==> config.mk <==
export PLATFORM = sky130hd
export DESIGN_NAME = fifo_sync_param
export DESIGN_NICKNAME = d
export VERILOG_FILES = /design/src/rtl/fifo_pkg.sv /design/src/rtl/dpram_param.sv /design/src/rtl/fifo_sync_param.sv
export SDC_FILE = /design/constraint.sdc
export NUM_CORES = 1
export LEC_CHECK = 0
export CORE_AREA = 3 3 136 138
export CTS_CLUSTER_SIZE = 10
export DETAILED_ROUTE_END_ITERATION = 7
export DIE_AREA = 0 0 139 141
export GPL_TIMING_DRIVEN = 0
export PLACE_DENSITY = 0.52
export SLEW_MARGIN = 20
export SYNTH_ARGS = -nofsm -noshare
export SYNTH_HDL_FRONTEND = slang
export SYNTH_SLANG_ARGS = --single-unit
==> constraint.sdc <==
create_clock -name clk -period 3 [get_ports clk]
set_input_delay 0.75 -clock clk [delete_from_list [all_inputs] [get_ports clk]]
set_output_delay 0.75 -clock clk [all_outputs]
set_load 0.005 [all_outputs]
==> src/rtl/fifo_pkg.sv <==
// Shared defaults and sizing helpers for the synchronous FIFO.
// Imported by the FIFO top and its storage sub-module.
package fifo_pkg;

    localparam int D_WIDTH  = 12;
    localparam int D_DEPTH  = 8;
    localparam int D_AF_DEF = 6;
    localparam int D_AE_DEF = 1;

    // Occupancy width: must hold 0..DEPTH inclusive.
    function automatic int cw_f(input int depth);
        return $clog2(depth) + 1;
    endfunction

endpackage

==> src/rtl/dpram_param.sv <==
// Simple dual-port RAM: one write port, one registered read port.
// The array itself is never reset; only the read register is.
module dpram_param
    import fifo_pkg::*;
#(
    parameter int WIDTH = D_WIDTH,
    parameter int DEPTH = D_DEPTH,
    localparam int AW = $clog2(DEPTH)
) (
    input  logic             clk,
    input  logic             reset,
    input  logic             wr_en,
    input  logic [AW-1:0]    wr_addr,
    input  logic [WIDTH-1:0] wr_data,
    input  logic             rd_en,
    input  logic [AW-1:0]    rd_addr,
    output logic [WIDTH-1:0] rd_data
);

    logic [WIDTH-1:0] mem [DEPTH];

    // Write port: store one word per accepted write.
    always_ff @(posedge clk) begin
        if (wr_en) begin
            mem[wr_addr] <= wr_data;
        end
    end

    // Read port: registered, holds last word when idle.
    always_ff @(posedge clk or posedge reset) begin
        if (reset) begin
            rd_data <= '0;
        end else if (rd_en) begin
            rd_data <= mem[rd_addr];
        end
    end

endmodule

==> src/rtl/fifo_sync_param.sv <==
// Single-clock FIFO with programmable almost-full/empty thresholds
// and sticky overflow/underflow error flags.
module fifo_sync_param
    import fifo_pkg::*;
#(
    parameter int WIDTH  = D_WIDTH,
    parameter int DEPTH  = D_DEPTH,
    parameter int AF_DEF = D_AF_DEF,
    parameter int AE_DEF = D_AE_DEF,
    localparam int CW = cw_f(DEPTH)
) (
    input  logic             clk,
    input  logic             reset,
    input  logic             push,
    input  logic [WIDTH-1:0] data_in,
    input  logic             pop,
    output logic [WIDTH-1:0] data_out,
    output logic             rd_valid,
    input  logic             cfg_load,
    input  logic [CW-1:0]    cfg_af,
    input  logic [CW-1:0]    cfg_ae,
    output logic [CW-1:0]    count,
    output logic             full,
    output logic             empty,
    output logic             alm_full,
    output logic             alm_empty,
    output logic             overflow,
    output logic             underflow,
    input  logic             err_clr
);

    localparam int AW = $clog2(DEPTH);
    localparam logic [CW-1:0] FULL_C = CW'(DEPTH);

    logic [AW-1:0] wr_ptr;
    logic [AW-1:0] rd_ptr;
    logic [CW-1:0] af_thr;
    logic [CW-1:0] ae_thr;
    logic          push_ok;
    logic          pop_ok;

    function automatic logic [CW-1:0] clamp_thr(input logic [CW-1:0] v);
        return (v > FULL_C) ? FULL_C : v;
    endfunction

    assign full      = (count == FULL_C);
    assign empty     = (count == '0);
    assign alm_full  = (count >= af_thr);
    assign alm_empty = (count <= ae_thr);

    // Full wins over push, empty wins over pop: no fall-through.
    assign push_ok = push & ~full;
    assign pop_ok  = pop & ~empty;

    dpram_param #(
        .WIDTH(WIDTH),
        .DEPTH(DEPTH)
    ) u_ram (
        .clk    (clk),
        .reset  (reset),
        .wr_en  (push_ok),
        .wr_addr(wr_ptr),
        .wr_data(data_in),
        .rd_en  (pop_ok),
        .rd_addr(rd_ptr),
        .rd_data(data_out)
    );

    // Pointers wrap naturally because DEPTH is a power of two.
    always_ff @(posedge clk or posedge reset) begin
        if (reset) begin
            wr_ptr <= '0;
            rd_ptr <= '0;
        end else begin
            if (push_ok) wr_ptr <= wr_ptr + AW'(1);
            if (pop_ok)  rd_ptr <= rd_ptr + AW'(1);
        end
    end

    // Occupancy tracks net accepted pushes minus pops.
    always_ff @(posedge clk or posedge reset) begin
        if (reset) begin
            count <= '0;
        end else begin
            unique case ({push_ok, pop_ok})
                2'b10:   count <= count + CW'(1);
                2'b01:   count <= count - CW'(1);
                default: count <= count;
            endcase
        end
    end

    // rd_valid marks the cycle data_out carries a fresh word.
    always_ff @(posedge clk or posedge reset) begin
        if (reset) begin
            rd_valid <= 1'b0;
        end else begin
            rd_valid <= pop_ok;
        end
    end

    // Sticky error flags; a new error beats a same-cycle clear.
    always_ff @(posedge clk or posedge reset) begin
        if (reset) begin
            overflow  <= 1'b0;
            underflow <= 1'b0;
        end else begin
            if (push & full)  overflow <= 1'b1;
            else if (err_clr) overflow <= 1'b0;
            if (pop & empty)  underflow <= 1'b1;
            else if (err_clr) underflow <= 1'b0;
        end
    end

    // Threshold registers, clamped so they never exceed DEPTH.
    always_ff @(posedge clk or posedge reset) begin
        if (reset) begin
            af_thr <= CW'(AF_DEF);
            ae_thr <= CW'(AE_DEF);
        end else if (cfg_load) begin
            af_thr <= clamp_thr(cfg_af);
            ae_thr <= clamp_thr(cfg_ae);
        end
    end

endmodule

---- Word-level counts from Yosys, hierarchy flattened ----
Memory sizes are Yosys's and may differ from the RTL's. A register that Yosys moved wholly into a read port is not among the register bits.
Cells that the tools add are included.
word-level totals
  bits in registers ....................... 21
  bits in writable memories ............... 96
  output and inout port bits .............. 23
  word-level logic and storage cells ...... 38
  memories ................................ 1
memory list
  name       words  bits a word  rd ports  clocked after memory_dff  wr ports  RTL line           RTL
  u_ram.mem  8      12           1         1                         1         dpram_param.sv:20  logic [WIDTH-1:0] mem [DEPTH];
operators by class
  add/subtract/negate cells ............... 4
  magnitude comparators ................... 4
  equality and inequality tests ........... 3
  muxes and demuxes ....................... 8
  bitwise operators ....................... 6
  reductions and logical operators ........ 4
operator list
  cell                                                                number
  4-bit > comparator, second input constant                           2
  4-bit two-way mux                                                   2
  4-bit one-hot mux with 2 select lines                               1
  3-bit by 1-bit adder with 3-bit output, second input constant       2
  2-bit nonzero test                                                  3
  1-bit two-way mux                                                   5
  4-bit by 1-bit adder with 4-bit output, second input constant       1
  1-bit bitwise AND                                                   4
  4-bit == test, second input constant                                1
  4-bit >= comparator                                                 1
  4-bit less-or-equal comparator                                      1
  4-bit logical NOT                                                   1
  4-bit by 1-bit subtractor with 4-bit output, second input constant  1
  2-bit by 1-bit == test with 1-bit output, second input constant     1
  2-bit == test, second input constant                                1
  1-bit NOT                                                           2

---- Longest topological paths before layout ----
Gate-level depths: netlist (run 1).
  word-level depth ........................ 5
  depth in mapped cells ................... 12

---- Cells and area by module ----
A second synthesis (run 1) with hierarchy kept.
unflattened totals
  cells, all modules ...................... 354
  area total of the unflattened synthesis .. 5,435.2 um^2
by module, submodules not included
  module           instances  cells each  area each (um^2)  sequential area each (um^2)
  dpram_param      1          247         4,277.9           3,183.1
  fifo_sync_param  1          107         1,157.4           529.3

---- Least setup slack after synthesis (run 1) ----
Ideal clock, no wire load.
  path kind ............................... in2reg
  start point ............................. in push
  end point ............................... mem u_ram.mem[0][0] in the netlist's numbering (enable)
  library setup time ...................... 0.396 ns
  arrival ................................. 2.026 ns
  required time ........................... 2.604 ns
  path slack .............................. 0.577 ns
  stages on the path ...................... 3
  path buffers ............................ 0
  cells stage by stage .................... nor2b_1 nand2b_1 nor3_1
on the way
  longest elaborated chain between the ends .. 3
RTL lines
  element                                  RTL line               RTL
  start: declaration                       fifo_sync_param.sv:14  input logic push,
  1-bit bitwise AND                        fifo_sync_param.sv:52  assign push_ok = push & ~full;
  1-bit two-way mux                        dpram_param.sv:24      if (wr_en) begin
  1-bit two-way mux (implied by the code)  dpram_param.sv:25      mem[wr_addr] <= wr_data;
  end: declaration                         dpram_param.sv:20
Every way passes these cells.

---- Final worst setup path (run 1) ----
  start point ............................. reg count[1]
  end point ............................... out full
on the way
  longest elaborated chain between the ends .. 1
RTL lines
  element                   RTL line               RTL
  start: declaration        fifo_sync_param.sv:22  output logic [CW-1:0] count,
  start signal: assignment  fifo_sync_param.sv:86  2'b10: count <= count + CW'(1);
  start signal: assignment  fifo_sync_param.sv:87  2'b01: count <= count - CW'(1);
  start signal: assignment  fifo_sync_param.sv:88  default: count <= count;
  4-bit == test             fifo_sync_param.sv:46  assign full = (count == FULL_C);
  end: declaration          fifo_sync_param.sv:23  output logic full,
Every way passes these cells.

==> reports/metrics.cfg, run 1 <==
[die]
core_area_um2=17300
dieHeight_um=141
ios=49
die_w_um=139
num_rows=48
dieArea_um2=19600
start_util_pct=30.8

[timing]
rsz0062_at_grt=false
max-slew-margin-rel_pct=44.4
hold_ws_ns=0.487
setup_viol=0
clock_skew_ns=0.00764
fin_crit_sh_pct=94.7
min_period_ns=2.84
slew_violations=0
tightest_slew_ns=0.833
fmax_mhz=352
tns_ns=0
hold_viol=0

[worst_setup_path]
worstSetupPathType=reg -> out
crit_path_start_kind=register
cp_max_fo=8
cpPeakStageDelay_ns=0.58
end_kind=output port
path_cells=buf_4, buf_2, nor4b_2, clkdlybuf4s50_1
reg2reg_depth=13
arrival_ns=2.09
critPathRequiredTime_ns=2.25
crit_slowest_cell=clkdlybuf4s50_1

[route]
first_pass_iters=4
wl_um=11400
postRouteAntennaNets=0
wl_per_cell_um=17.4
drc=0
drt_iter0_drc=198
vias=3025
vias_per_cell=4.62

[grt]
met3_usage_pct=3.39
grt_busiest_layer=met2
met1_usage_pct=15.5
grt_pass1_wl_um=18000
grt_max_degree=27
grt_overflow=0
antenna_found_initial=0
use_met2_pct=19.8
track_usage_pct=12.3
first_global_vias=3167

[yosys]
netlist_area_um2=5320
synth_commonest_cells=edfxtp_1 (96), nand2_1 (36), dfrtp_1 (30), mux2_2 (25), mux2i_1 (24)
synthTopCellsByArea=edfxtp_1 (54%), dfrtp_1 (14%), mux2_2 (5.3%), mux2i_1 (4.5%), ha_1 (3.1%)
ys.flop_type=edfxtp_1
synth-seq-cells=129
yosysMostFrequentCell=edfxtp_1
synth_cell_types=32
synth.avg_cell_area_um2=15.4
async_flop_share_pct=25.6
syn_nets=385
synth_cells=346
ys_seq_area_share_pct=69.8
synth_area_leader_cell=edfxtp_1
synth_edf_count=96
ys_warn_count=0
synth_top_area_share_pct=54.2

[min_path]
hold_path_class=reg -> reg
hold_path_depth=2

[pwr]
peakVddDrop_mv=0.486
leakage_nw=2.47
power_density_nw_per_um2=982

[clock_tree]
root_buffer=clkbuf_16
cts_made_buffers=17
cts.htree.levels=4
clockBufferDepth=2
cts_tree=built
clkLatencyLatePin_ns=0.41
numClockSinks=129
ctsHoldBuffers=0
clk_pin_slew_ns=0.06

[final_layout]
area_delta_synth_final_pct=26.5
finish.utilization_pct=38.9
fillCellCount=1622
antenna_cells=0
drive_gt1_share_pct=20.2
fin_area_um2=6730
multi_input_area_um2=1450
nets=456
seq_area_um2=3710

[run_status]
status=complete, no violations

[job]
maxCapViolations=0

[place]
dp_hpwl_um=7420
placed_area_um2=6140
gp_congestion=0.757
io_buffers=47

[path summary, 6_finish.rpt]
path | endpoint | from | slack, ns
max in group asynchronous | af_thr[1]$_DFFE_PP1P_ | reset | 1.91
hold reg to reg | u_ram.rd_data[1]$_DFFE_PP0P_ | u_ram.rd_data[1]$_DFFE_PP0P_ | 0.49
setup / recovery | full | count[1]$_DFFE_PP0P_ | 0.16
min in group asynchronous | u_ram.rd_data[5]$_DFFE_PP0P_ | reset | 0.59
hold / removal | u_ram.rd_data[1]$_DFFE_PP0P_ | u_ram.rd_data[1]$_DFFE_PP0P_ | 0.49
setup reg to reg | count[2]$_DFFE_PP0P_ | count[1]$_DFFE_PP0P_ | 0.29
[per-stage QoR]
step	setup WS (ns)	cells	total power, mW
final	0.158	655	6.61
after global routing	0.0420	655	7.00
after CTS	0.000143	655	6.70
after detailed placement	0.0343	621	4.69
after global placement	-0.817	618	4.61
after floorplan	0.577	346	3.82
[repair_timing]
| item | 4_1_cts | 5_1_grt |
|---|---|---|
| buffers inserted | 2 | 0 |
| gates resized for setup | 4 | 2 |
| setup endpoints to repair | 2 | 1 |
[flip-flops by register name (all words and copies together) (netlist names)]
name and count:
wr_ptr 3, count 4, u_ram.rd_data 12, af_thr 4
u_ram.mem 96, overflow 1, ae_thr 4, rd_ptr 3
underflow 1, rd_valid 1
[per-layer routing]
metal  share of wire (%)  vias up
li1                    -     1447
met1                  45     1510
met2                  50       57
met3                 4.3       11
met4                 1.3        0
met5                   0        -
[logic make-up (layout without fill, tap and decap cells)]
family	after synthesis	after routing	share of synthesized area [%]
multiplexers	49	49	9.81
flip-flops	129	129	69.8
buffers and inverters	30	114	3.46
AO/OA/AOI/OAI	56	56	7.15
XOR/XNOR	8	8	1.32
adder cells (fa/ha/maj)	13	13	3.06
AND/OR/NAND/NOR	61	61	5.43
[placed cells by master (no fill, tap or decap), types with 4 or more instances in the layout]
master | netlist | final
edfxtp_1 | 96 | 96
clkdlybuf4s50_1 | 0 | 45
nand2_1 | 36 | 36
dfrtp_1 | 30 | 28
mux2_2 | 25 | 25
mux2i_1 | 24 | 24
o22ai_1 | 19 | 19
clkbuf_16 | 0 | 17
ha_1 | 13 | 13
a221o_1 | 12 | 12
o21ai_1 | 12 | 12
inv_1 | 13 | 11
nand2b_1 | 7 | 7
clkbuf_1 | 5 | 6
buf_6 | 4 | 6
nor2_2 | 0 | 6
o21ai_0 | 6 | 6
xnor2_1 | 5 | 5
buf_4 | 3 | 5
clkinvlp_4 | 0 | 4
[critical path: cells and delay by family, from the launching register on]
| family | cells | cell delay [ns] |
|---|---|---|
| flops | 1 | 0.41 |
| simple gates | 1 | 0.36 |
| buf+inv | 3 | 0.91 |
[report_power, final]
| group | internal, mW | switching (mW) | total, mW |
|---|---|---|---|
| clock network | 1.22 | 0.756 | 1.97 |
| logic | 1.06 | 1.06 | 2.13 |
| registers | 2.30 | 0.206 | 2.51 |
[layout make-up]
class / count / share of cell area [%]
buffer: 16 / 1.95
clock buffer: 18 / 6.38
clock inverter: 14 / 2.10
inverter: 14 / 0.818
multi-input combinational: 187 / 21.5
sequential: 129 / 55.2
tap: 225 / 4.18
timing repair buffer: 52 / 7.86
Note: power is estimated with default switching activity, not from simulation.
==> inputs of run 2 (changes only) <==
- ABC_AREA: not set -> 1
- CORE_AREA: 3 3 136 138 -> 3 3 137 139
- DIE_AREA: 0 0 139 141 -> 0 0 140 142
==> run 2 against run 1 <==
Net effect:
- count of clock-buffer cells in the layout fell by 1
- clock power rose by 9%
- synthesized area grew 1.9%
- register-to-register slack better by 0.39 ns
- highest routed layer unchanged
- non-clock buffer count unchanged
==> reports/metrics.cfg, run 2 <==
[run_status]
status=complete, no violations

[final_layout]
regMostFlops=u_ram.mem
most-common-layout-cells=nor2_1 (102), edfxtp_1 (96), nand2_1 (55), clkdlybuf4s50_1 (48), nand3_1 (41)
largest_reg_flops=96
drive_gt1_share_pct=11.7
area_delta_synth_final_pct=25.9
layout_commonest_cell=nor2_1
nets=583
antenna_cells=0
top_regs=u_ram.mem (96), u_ram.rd_data (12)

[route]
drt_iter0_drc=300
first_pass_iters=5
wl_um=13300
vias_per_cell=4.62
wl_per_cell_um=16.9
vias=3634
postRouteAntennaNets=0
drc=0

[pwr]
pwr-share-clk_pct=30.6
seq_power_share_pct=35.6
p_int_mw=4.62
power_density_nw_per_um2=1030
p_switching_mw=2.39
peakVddDrop_mv=0.513
finalPower_mw=7.02
p_comb_share_pct=33.8
leakage_nw=2.60
p_sw_share_pct=34.1

[yosys]
synthTopCellsByArea=edfxtp_1 (53%), dfrtp_1 (14%), nor2_1 (7.6%), nand2_1 (3.8%), nand3_1 (3.8%)
netlist_area_um2=5420
ys.flop_type=edfxtp_1
synth.avg_cell_area_um2=11.4
ys_seq_area_share_pct=68.5
synth_commonest_cells=nor2_1 (110), edfxtp_1 (96), nand2_1 (55), nand3_1 (41), o21ai_0 (38)
synth_cells=477
yosysMostFrequentCell=nor2_1
syn_nets=516
async_flop_share_pct=25.6
synth_area_leader_cell=edfxtp_1
synth-seq-cells=129
synth_top_area_share_pct=53.2
ys_warn_count=0
synth_cell_types=28
synth_edf_count=96

[min_path]
min_from=u_ram.rd_data[9]$_DFFE_PP0P_
hold_path_class=reg -> reg

[worst_setup_path]
crit_start=count[1]$_DFFE_PP0P_
crit_slowest_cell=clkdlybuf4s50_1
crit_path_start_kind=register
critPathRequiredTime_ns=2.25
crit_family=buffers and inverters
crit_buf_inv=1
crit_top_cell=o21ai_0
path_cells=ha_1, a21oi_1, o21ai_0, o21ai_0, clkdlybuf4s50_1
worstSetupPathType=reg -> out
reg2reg_from=count[2]$_DFFE_PP0P_
arrival_ns=2.09
cpPeakStageDelay_ns=0.51
cp_max_fo=8
end_kind=output port

[timing]
min_period_ns=2.84
tns_ns=0
max-slew-margin-rel_pct=42.6
fin_crit_sh_pct=94.8
rsz0062_at_grt=false
hold_ws_ns=0.484
tightest_slew_ns=0.860
hold_viol=0
fmax_mhz=352
setup_viol=0
slew_violations=0
clock_skew_ns=0.00968

[clock_tree]
cts_made_buffers=17
clkLatencyLatePin_ns=0.42
cts_setup_buffers=0
numClockSinks=129
ctsHoldBuffers=0
clk_pin_slew_ns=0.06
cts_tree=built
root_buffer=clkbuf_16
clockBufferDepth=2
cts_resized=0
cts.htree.levels=4

[place]
dp_hpwl_um=8570
io_buffers=48
gp_congestion=0.808

[grt]
grt_overflow=0
first_global_vias=3721
antenna_found_initial=0
grt_max_degree=34
grt_pass1_wl_um=20900
track_usage_pct=14.1

[die]
die_w_um=140
dieHeight_um=142
start_util_pct=30.5
dieArea_um2=19900
core_area_um2=17800
ios=49
num_rows=49

[job]
maxCapViolations=0

run 2: cell types whose count changed after synthesis, moves of 5 or more:
cell	previous run	this run
a221o_1	12	0
inv_1	13	25
o22ai_1	19	1
nor2_1	9	110
nand3_1	0	41
nand2b_1	7	0
mux2_2	25	0
a21oi_1	1	6
o21ai_0	6	38
o21ai_1	12	20
mux2i_1	24	0
nand2_1	36	55
run 2: power by group through the flow:
stage	sequential, mW	combinational, mW	clock [mW]
CTS	2.50	2.39	2.18
floorplan	2.49	1.42	0
detailed placement	2.53	2.37	0
finish	2.50	2.37	2.15
global placement	2.53	2.30	0
global route	2.54	2.66	2.26
run 2: per-layer routing:
| metal | GRT usage, % | part of all wire (%) | up-vias |
|---|---|---|---|
| li1 | - | - | 1768 |
| met1 | 18.7 | 45 | 1734 |
| met2 | 21.9 | 47 | 116 |
| met3 | 4.07 | 6.5 | 16 |
| met4 | 5.76 | 1.2 | 0 |
| met5 | 0 | 0 | - |
run 2: final timing paths:
check	end	slack, ns	cells past startpoint
min reg2reg	u_ram.rd_data[9]$_DFFE_PP0P_	0.48	2
max in group asynchronous	u_ram.rd_data[11]$_DFFE_PP0P_	1.80	2
min in group asynchronous	ae_thr[3]$_DFFE_PP0P_	0.76	2
max reg2reg	count[2]$_DFFE_PP0P_	0.68	12
min	u_ram.rd_data[9]$_DFFE_PP0P_	0.48	2
max	alm_empty	0.16	5
run 2: cells by family after synthesis:
group / count (synthesis) / share of synthesized area [%]
xor gates and xnor gates: 5 / 0.808
and+or+nand+nor: 212 / 16.2
buffers and inverters: 49 / 4.85
AOI/OAI and AO/OA: 69 / 6.60
adders and majority gates: 13 / 3.00
DFF: 129 / 68.5
run 2: stage by stage:
stage / instances / util, % / cell area, um2 / setup slack [ns]
2_1_floorplan: 477 / - / 5420 / 0.805
4_1_cts: 786 / 38.4 / 6820 / 0.157
6_report: 786 / 38.4 / 6820 / 0.156
3_5_place_dp: 754 / 34.9 / 6210 / 0.0792
3_3_place_gp: 754 / 34.8 / 6190 / -0.159
5_1_grt: 786 / 38.4 / 6820 / 0.0732
run 2: cell type report:
| class | instances | area, um2 |
|---|---|---|
| clock inverters | 15 | 191 |
| repair buffers | 48 | 480 |
| inverters | 29 | 109 |
| plain buffers | 20 | 154 |
| clock buffers | 17 | 425 |
| multi-input cells | 299 | 1460 |
| fillers | 1749 | 11000 |
| well taps | 229 | 287 |
| flip-flops and latches | 129 | 3710 |
run 2: tightest hold or removal path, stage by stage (launching register included):
cell	delay, ns
dfrtp_1	0.34
nand2_1	0.06
nand2_1	0.06
==> inputs of run 3 (changes only) <==
- PLACE_DENSITY: 0.52 -> not set
- PLACE_DENSITY_LB_ADDON: not set -> 0.08
==> run 3 against run 2 <==
Net effect:
- critical path depth unchanged
- flip-flop and latch count is the same
- sequential share of layout area unchanged
- design area did not move
- largest power group unchanged
==> reports/metrics.cfg, run 3 (synthesis results as in run 2) <==
[run_status]
status=complete, no violations

[final_layout]
drive_gt1_share_pct=12.0
largest_reg_flops=96
top_regs=u_ram.mem (96), u_ram.rd_data (12)
layout_commonest_cell=nor2_1
most-common-layout-cells=nor2_1 (102), edfxtp_1 (96), nand2_1 (55), clkdlybuf4s50_1 (48), nand3_1 (41)
antenna_cells=0
nets=584
fillCellCount=1719
fin_area_um2=6820
regMostFlops=u_ram.mem
multi_input_area_um2=1460
finish.utilization_pct=38.4
area_delta_synth_final_pct=25.9
seq_area_um2=3710

[place]
gp_congestion=0.731
placed_area_um2=6230
dp_hpwl_um=8970
io_buffers=48

[clock_tree]
cts_setup_buffers=0
numClockSinks=129
clockBufferDepth=2
root_buffer=clkbuf_16
cts_made_buffers=17
ctsHoldBuffers=0
cts.htree.levels=4
clk_pin_slew_ns=0.06
cts_resized=0
clkLatencyLatePin_ns=0.42
cts_tree=built

[die]
ios=49
die_w_um=140
core_area_um2=17800
dieHeight_um=142
start_util_pct=30.5
num_rows=49
dieArea_um2=19900

[worst_setup_path]
worstSetupPathType=reg -> out
end_kind=output port
cp_max_fo=8
crit_path_start_kind=register
critPathRequiredTime_ns=2.25
arrival_ns=2.08

[timing]
min_period_ns=2.83
tightest_slew_ns=0.872
fmax_mhz=354
clock_skew_ns=0.0103
slew_violations=0
hold_viol=0
rsz0062_at_grt=false
max-slew-margin-rel_pct=41.8
fin_crit_sh_pct=94.2
setup_viol=0

[grt]
grt_pass1_wl_um=21700
first_global_vias=3633
grt_overflow=0
track_usage_pct=14.8
grt_max_degree=28
antenna_found_initial=0

[route]
vias_per_cell=4.60
wl_um=14100
first_pass_iters=5
wl_per_cell_um=17.9
drc=0
vias=3618
postRouteAntennaNets=0
drt_iter0_drc=263

[pwr]
leakage_nw=2.61
p_sw_share_pct=34.1
finalPower_mw=6.96
p_switching_mw=2.37
peakVddDrop_mv=0.436
pwr-share-clk_pct=29.9
p_comb_share_pct=34.3
seq_power_share_pct=35.8
power_density_nw_per_um2=1020
p_int_mw=4.58

[min_path]
hold_path_class=reg -> reg

[job]
maxCapViolations=0

-- run 3: routing by layer --
| metal | vias to the layer above | GRT usage (%) | wire [um] |
|---|---|---|---|
| li1 | 1773 | - | - |
| met1 | 1750 | 19.3 | 6520 |
| met2 | 83 | 24.8 | 6810 |
| met3 | 12 | 3.53 | 586 |
| met4 | 0 | 4.49 | 193 |
| met5 | - | 0 | 0 |
-- run 3: through the flow --
step | instances | setup TNS [ns] | worst slack, ns | hold slack (ns)
after floorplan | 477 | 0 | 0.805 | 0.463
after global placement | 754 | -10.26 | -0.216 | 0.464
after detailed placement | 755 | 0 | 0.106 | 0.465
after CTS | 787 | 0 | 0.139 | 0.481
after global routing | 787 | 0 | 0.0408 | 0.503
final | 787 | 0 | 0.173 | 0.475
-- run 3: worst max-delay path, cell delays in order (launching register included) --
cell and delay, ns:
dfrtp_1 0.49, ha_1 0.36, a21oi_1 0.13, o21ai_0 0.08
o21ai_0 0.08, clkdlybuf4s50_1 0.53
-- run 3: final cells by class --
| class | count | area share [%] |
|---|---|---|
| Sequential cell | 129 | 54.4 |
| Multi-Input combinational cell | 299 | 21.5 |
| Timing Repair Buffer | 49 | 7.34 |
| Clock buffer | 20 | 6.69 |
| Tap cell | 229 | 4.20 |
| Buffer | 20 | 2.26 |
| Clock inverter | 12 | 2.05 |
| Inverter | 29 | 1.60 |
-- run 3: worst paths after layout --
kind	cells past startpoint	start	slack [ns]	endpoint
min	2	u_ram.rd_data[6]$_DFFE_PP0P_	0.48	u_ram.rd_data[6]$_DFFE_PP0P_
max in group asynchronous	3	reset	1.93	ae_thr[0]$_DFFE_PP1P_
min reg2reg	2	u_ram.rd_data[6]$_DFFE_PP0P_	0.48	u_ram.rd_data[6]$_DFFE_PP0P_
max	5	count[1]$_DFFE_PP0P_	0.17	alm_empty
min in group asynchronous	2	reset	0.58	u_ram.rd_data[5]$_DFFE_PP0P_
max reg2reg	12	count[2]$_DFFE_PP0P_	0.61	count[2]$_DFFE_PP0P_
-- run 3: power by group through the flow --
stage          logic, mW  registers (mW)  clock network, mW
2_1_floorplan       1.42            2.49                  0
3_3_place_gp        2.35            2.52                  0
3_5_place_dp        2.42            2.53                  0
4_1_cts             2.43            2.49               2.13
5_1_grt             2.69            2.53               2.21
6_report            2.39            2.49               2.08
